$ cat src/rtl/mutex_merge_pkg.sv
// Shared types and constants for the mutex_merge_n request merger.
// Holds the FSM state type, the channel-count ceiling and the select-width helper.
package mutex_merge_pkg;

    localparam int CH_MAX = 16;

    typedef enum logic {
        IDLE = 1'b0,
        BUSY = 1'b1
    } mmState_e;

    function automatic int selWidth(input int ch);
        return (ch > 1) ? $clog2(ch) : 1;
    endfunction

endpackage

$ cat src/rtl/mutex_rr_pick.sv
// Combinational grant picker: first pending channel found starting at ptr, wrapping.
// A constant ptr of zero reduces it to lowest-index-wins fixed priority.
module mutex_rr_pick
    import mutex_merge_pkg::*;
#(
    parameter int CH   = 4,
    parameter int SELW = selWidth(CH)
) (
    input  logic [CH-1:0]   pending,
    input  logic [SELW-1:0] ptr,
    output logic            valid,
    output logic [SELW-1:0] idx
);

    int cand;

    // Walk offsets from the far end so the closest candidate to ptr is written last.
    always_comb begin
        valid = 1'b0;
        idx   = '0;
        cand  = 0;
        for (int off = CH - 1; off >= 0; off--) begin
            cand = int'(ptr) + off;
            if (cand >= CH) begin
                cand = cand - CH;
            end
            if (pending[cand]) begin
                valid = 1'b1;
                idx   = SELW'(cand);
            end
        end
    end

endmodule

$ cat src/rtl/mutex_merge_n.sv
// N-to-1 request/completion merger: one transfer downstream at a time, one pending slot per channel.
// Build option: define MUTEX_MERGE_RR_EN for round-robin grants, otherwise lowest index wins.
//
// state | meaning
// IDLE  | nothing in flight; next edge grants a pending channel if any
// BUSY  | o_sel/o_data held for the downstream until i_freeNext
module mutex_merge_n
    import mutex_merge_pkg::*;
#(
    parameter int CH = 4,
    parameter int DW = 32
) (
    input  logic                     clk,
    input  logic                     rstn,
    input  logic [CH-1:0]            i_drive,
    input  logic [CH*DW-1:0]         i_data,
    output logic [CH-1:0]            o_free,
    output logic                     o_driveNext,
    output logic [DW-1:0]            o_data,
    output logic [selWidth(CH)-1:0]  o_sel,
    input  logic                     i_freeNext,
    output logic                     o_busy
);

    localparam int SELW = selWidth(CH);

    mmState_e        state;
    mmState_e        stateNext;
    logic [CH-1:0]   pending;
    logic [CH-1:0]   pendingNext;
    logic [CH-1:0]   captureMask;
    logic [CH-1:0]   freeMask;
    logic [DW-1:0]   dataReg [CH];
    logic            pickValid;
    logic [SELW-1:0] pickIdx;
    logic [SELW-1:0] rrPtr;
    logic            doGrant;
    logic            doAck;

    mutex_rr_pick #(
        .CH   (CH),
        .SELW (SELW)
    ) uPick (
        .pending (pending),
        .ptr     (rrPtr),
        .valid   (pickValid),
        .idx     (pickIdx)
    );

`ifdef MUTEX_MERGE_RR_EN
    always_ff @(posedge clk) begin
        if (!rstn) begin
            rrPtr <= '0;
        end else if (doGrant) begin
            rrPtr <= (pickIdx == SELW'(CH - 1)) ? '0 : pickIdx + 1'b1;
        end
    end
`else
    assign rrPtr = '0;
`endif

    // A request is only taken into an empty slot; the channel being freed this edge is still full.
    always_comb begin
        stateNext   = state;
        pendingNext = pending;
        captureMask = '0;
        freeMask    = '0;
        doGrant     = 1'b0;
        doAck       = 1'b0;

        for (int k = 0; k < CH; k++) begin
            if (i_drive[k] && !pending[k]) begin
                pendingNext[k] = 1'b1;
                captureMask[k] = 1'b1;
            end
        end

        case (state)
            IDLE: begin
                if (pickValid) begin
                    stateNext = BUSY;
                    doGrant   = 1'b1;
                end
            end
            BUSY: begin
                if (i_freeNext) begin
                    stateNext          = IDLE;
                    doAck              = 1'b1;
                    pendingNext[o_sel] = 1'b0;
                    freeMask[o_sel]    = 1'b1;
                end
            end
            default: begin
                stateNext = IDLE;
            end
        endcase
    end

    always_ff @(posedge clk) begin
        if (!rstn) begin
            state       <= IDLE;
            pending     <= '0;
            o_free      <= '0;
            o_driveNext <= 1'b0;
            o_sel       <= '0;
            o_data      <= '0;
            for (int k = 0; k < CH; k++) begin
                dataReg[k] <= '0;
            end
        end else begin
            state       <= stateNext;
            pending     <= pendingNext;
            o_free      <= freeMask;
            o_driveNext <= doGrant;
            for (int k = 0; k < CH; k++) begin
                if (captureMask[k]) begin
                    dataReg[k] <= i_data[k*DW +: DW];
                end
            end
            if (doGrant) begin
                o_sel  <= pickIdx;
                o_data <= dataReg[pickIdx];
            end
        end
    end

    assign o_busy = (state == BUSY);

    a_freeOneHot : assert property (@(posedge clk) disable iff (!rstn) $onehot0(o_free));
    a_driveInBusy : assert property (@(posedge clk) disable iff (!rstn) o_driveNext |-> o_busy);
    a_freeNotDrive : assert property (@(posedge clk) disable iff (!rstn) !(o_driveNext && (o_free != '0)));

endmodule

$ cat config.mk
export PLATFORM = sky130hd
export DESIGN_NAME = mutex_merge_n
export DESIGN_NICKNAME = d
export VERILOG_FILES = /design/src/rtl/mutex_merge_pkg.sv /design/src/rtl/mutex_rr_pick.sv /design/src/rtl/mutex_merge_n.sv
export SDC_FILE = /design/constraint.sdc
export NUM_CORES = 1
export LEC_CHECK = 0
export ABC_AREA = 1
export CAP_MARGIN = 25
export CORE_MARGIN = 2
export CORE_UTILIZATION = 38
export DETAILED_ROUTE_END_ITERATION = 8
export HOLD_SLACK_MARGIN = 0.1
export PLACE_DENSITY = 0.63
export SYNTH_ARGS = -nofsm -noshare
export SYNTH_HDL_FRONTEND = slang
export SYNTH_SLANG_ARGS = --single-unit
$ cat constraint.sdc
create_clock -name clk -period 2.2 [get_ports clk]
set_input_delay 0.44 -clock clk [delete_from_list [all_inputs] [get_ports clk]]
set_output_delay 0.44 -clock clk [all_outputs]
set_load 0.1 [all_outputs]
# Word level (Yosys, flattened, before mapping)
# Memories as Yosys holds them, arrays and structs flattened. A register that Yosys moved wholly into a read port is not among the register bits.
# Cells that the tools add are included.
# totals
regBits	12
ramBits	128
out_inout_bits	40
elab_cells	67
n_memories	1
# classes
n_lt_le_gt_ge	2
mux	41
bitwise_logic	7
reduce_logical	11
# memory_table
memory	words	width	read_ports	rd_ports_with_merged_regs	write_ports	line	source
dataReg	4	32	1	1	4	mutex_merge_n.sv:33	logic [DW-1:0] dataReg [CH];
# op_table
operator	count
$mux W32	4
$mux W1	29
$mux W2	4
$mux W4	2
$logic_and A1 B1 Y1	5
$logic_not A1 Y1	5
$and A4 B4 Y4	1
$not A4 Y4	1
$or A1 B1 Y1	4
$lt A2 B3 Y1 const B	1
$reduce_and A3 Y1	1
$demux W1 S2	1
$ge A2 B1 Y1 const B	1
$pmux W1 S2	1
$not A1 Y1	1

# Logic depth before layout (Yosys ltp)
# depth
depth_word	8
ltp_mapped	11

# Cells and area by module
# A second synthesis with hierarchy kept.
# unflattened
hier_cells	876
area_unflattened_um2	7706.1
# by_module_without_submodules
module	instances	cells_each	area_each_um2	seq_area_each_um2
mutex_merge_n	1	830	7493.4	4724.5
mutex_rr_pick	1	46	212.7	0.0

# Worst setup path after synthesis
# No wires, ideal clock.
# synth_timing
kind	input to register
startpoint	input rstn
endpoint	memory dataReg[0][0] (enable)
arrival_ps	1417
t_required_ps	1722
slack_ps	305
cell_stages	3
cell_sequence	buf_2 -> clkbuf_1 -> nand2_1
# synth_lines
item	line	source
start: declaration	mutex_merge_n.sv:14	input logic rstn,
end: declaration	mutex_merge_n.sv:33	

# Final worst setup path
# layout_timing
startpoint	register pending[0]
endpoint	register o_data[6], read port of dataReg
# layout_between
elab_chain_cells	3
elab_cells_between_ends	4
classes_between	4 x mux
# layout_lines
item	line	source
start: declaration	mutex_merge_n.sv:29	logic [CH-1:0] pending;
start signal: assignment	mutex_merge_n.sv:112	pending <= pendingNext;
$mux W1	mutex_rr_pick.sv:27	if (pending[cand]) begin
$mux W1	mutex_merge_n.sv:80	if (pickValid) begin
$mux W1	mutex_merge_n.sv:78	case (state)
end: declaration	mutex_merge_n.sv:19	output logic [DW-1:0] o_data,
# Parallel ways exist; a longest one is shown, timed or not.
# A chain may end at the register's enable or synchronous reset.

==> impl_metrics.yaml <==
status:
  status: "finished, final reports clean"
sta:
  slew_headroom_pct: 56.7
  maxSlewViolCount: 0
  worstMarginPinSlew_ps: 648
  hold_violations: 0
  fin_tns_setup_ps: 0
  rsz0062_at_grt: "false"
  finClkSkew_ps: 11.5
  setup_ws_ps: 434
  max_freq_mhz: 566
  period_minus_slack_ps: 1770
  period_share_pct: 80.3
  setup_viol: 0
yosys:
  syn_area_per_cell_sq_um: 8.14
  synth_area_sq_um: 8260
  synth_most_common_cell: "inv_1"
  synth_xor_area_share_pct: 0
  synth_fa_ha_area_share_pct: 0
  synth_top_area_share_pct: 46.5
  yosysSeqAreaShare_pct: 57.2
  yosys.area_share.simple_pct: 24.5
  synth_edf_count: 128
  ys_types: 19
  synth_top_cell_by_area: "edfxtp_1"
  yosys-top-cells-count: "inv_1, nor2_1, nand3_1"
  synth-compound-area-share_pct: 0.758
  synthCells: 1014
  synthTopCellsByArea: "edfxtp_1, inv_1, dfxtp_1"
  synthMuxAreaShare_pct: 0
  synth-async-reset-ratio_pct: 0
  ys.flop_type: "edfxtp_1"
  yosysWarnings: 0
  synth_top_family_by_area: "simple AND/OR/NAND/NOR gates"
  synth_fp_nets: 1149
  synth-seq-cells: 172
placed_design:
  dp_cells: 1433
  place_ws_ps: 192
  port_buffers: 174
  place.gp.congestion: 0.856
  dpl.hpwl_microns: 14400
critical_path:
  cp_cell_sequence: "inv_2 -> buf_4 -> buf_4 -> nand3_1 -> nand3_1 -> nand3_1 -> nand2_1 -> inv_1"
  cp_slowest_stage_delay_ps: 370
  crit_required_ps: 2530
  cp_common_cell: "nand3_1"
  critPathKind: "reg -> reg"
  slowest_stage: "buf_4"
  path_delay_family: "buffers and inverters"
  arrival_ps: 2100
  critical_path_buf_inv_count: 4
  worst_setup_path_end_kind: "register"
  worst-path-max-fanout: 27
  startpoint_type: "register"
die:
  die_h_microns: 151
  rows: 53
  die_w_microns: 151
  start_util_pct: 39.0
  core-area_sq_um: 21200
  io_pins: 175
  die_area_sq_um: 22900
detailed_routing:
  ant_nets: 0
  vias: 6618
  drt_iter0_markers: 459
  wl_per_cell_microns: 14.3
  drt-vias-per-instance: 4.52
  firstDrtPassIters: 6
  routed_wl_microns: 20900
  drcViolationCount: 0
clocking:
  clock_path_buffers: 2
  cts_tree: "done"
  clk_latency_ps: 430
  cts-root-buf: "clkbuf_16"
  clk_pin_slew_worst_paths_ps: 60
  clkSinkCount: 172
  htree_levels: 4
  postCtsSetupRepairBufs: 0
  cts_resized: 0
  cts_buffers: 17
  hold_buffers: 0
power_and_ir_drop:
  ir_worst_vdd_mv: 0.707
  p_leak_nw: 5.40
  p_per_area_nw_per_um2: 853
run:
  maxCapViolations: 0
global_route:
  grt_pass1_wl_microns: 32100
  grt.overflow.total: 0
  grt_start_max_net_pins: 51
  grt_use_total_pct: 18.8
  antenna_found_initial: 0
  grt_pass1_vias: 6338
final_layout:
  final_nets: 1312
  drive_gt1_share_pct: 7.98
  diodes: 0
  final_cells: 1465
  syn_to_final_growth_pct: 30.8
hold_path:
  hp-class: "reg -> reg"
==> flip-flops by register name, indices dropped and copies added (netlist names) <==
name         cells
dataReg        128
o_busy           1
o_data          32
o_driveNext      1
o_free           4
o_sel            2
pending          4
==> power breakdown <==
group | switching [W] | leakage (nW) | internal, W
registers | 0.000118 | 1.75 | 0.00379
clock network | 0.00122 | 0.299 | 0.00186
logic | 0.00154 | 3.36 | 0.000679
total | 0.00288 | 5.40 | 0.00633
==> cells in the final DEF (no fill, tap or decap) <==
cell type and count:
clkbuf_8 1, clkbuf_16 21, inv_4 1, edfxtp_1 128, nor3_1 4, clkinv_1 1
buf_12 9, dfxtp_1 44, clkinv_2 2, inv_1 294, buf_4 52, clkbuf_1 6
nand2_2 3, nand2_1 109, nand3_1 166, a21oi_1 6, o21ai_0 5, clkdlybuf4s50_1 134
nor2_2 1, o211ai_1 1, inv_2 4, bufinv_16 1, nor2_1 197
==> stage by stage <==
stage	total power [W]	hold slack (ps)	util [%]	area [sq um]
3_3_place_gp	0.00619	494	48.2	10200
4_1_cts	0.00929	529	51.0	10800
3_5_place_dp	0.00622	518	48.2	10200
6_report	0.00921	532	51.0	10800
5_1_grt	0.00960	542	51.0	10800
2_1_floorplan	0.00551	522	-	8260
==> area by class of cell <==
cell class / instances / area, sq um
fillers: 2027 / 10400
clock buffers: 28 / 562
well taps: 275 / 344
multi-input cells: 492 / 2090
clock inverters: 4 / 46.3
flip-flops and latches: 172 / 4720
inverters: 299 / 1120
repair buffers: 195 / 1910
==> layer usage <==
layer	vias up	track usage (%)	part of all wire [%]
met4	0	5.75	1.8
li1	3350	-	-
met2	227	32.6	49
met1	3019	23.5	42
met5	-	0	0
met3	22	3.92	6.4
==> final timing paths <==
kind / start / to / slack [ps] / depth (start not counted)
worst min-delay path: o_sel[0]$_SDFFE_PN0P_ / o_free[2]$_SDFF_PN0_ / 530 / 1
worst min register to register: o_sel[0]$_SDFFE_PN0P_ / o_free[2]$_SDFF_PN0_ / 530 / 1
worst max register to register: pending[0]$_SDFF_PN0_ / o_data[6]$_SDFFE_PN0P_ / 430 / 8
worst max-delay path: pending[0]$_SDFF_PN0_ / o_data[6]$_SDFFE_PN0P_ / 430 / 8
==> logic make-up (layout without fill, tap and decap cells) <==
family	after synthesis	count (layout)
buf+inv	350	526
compound gates	12	12
flops	172	172
simple gates	480	480
Note: power is estimated with default switching activity, not from simulation.
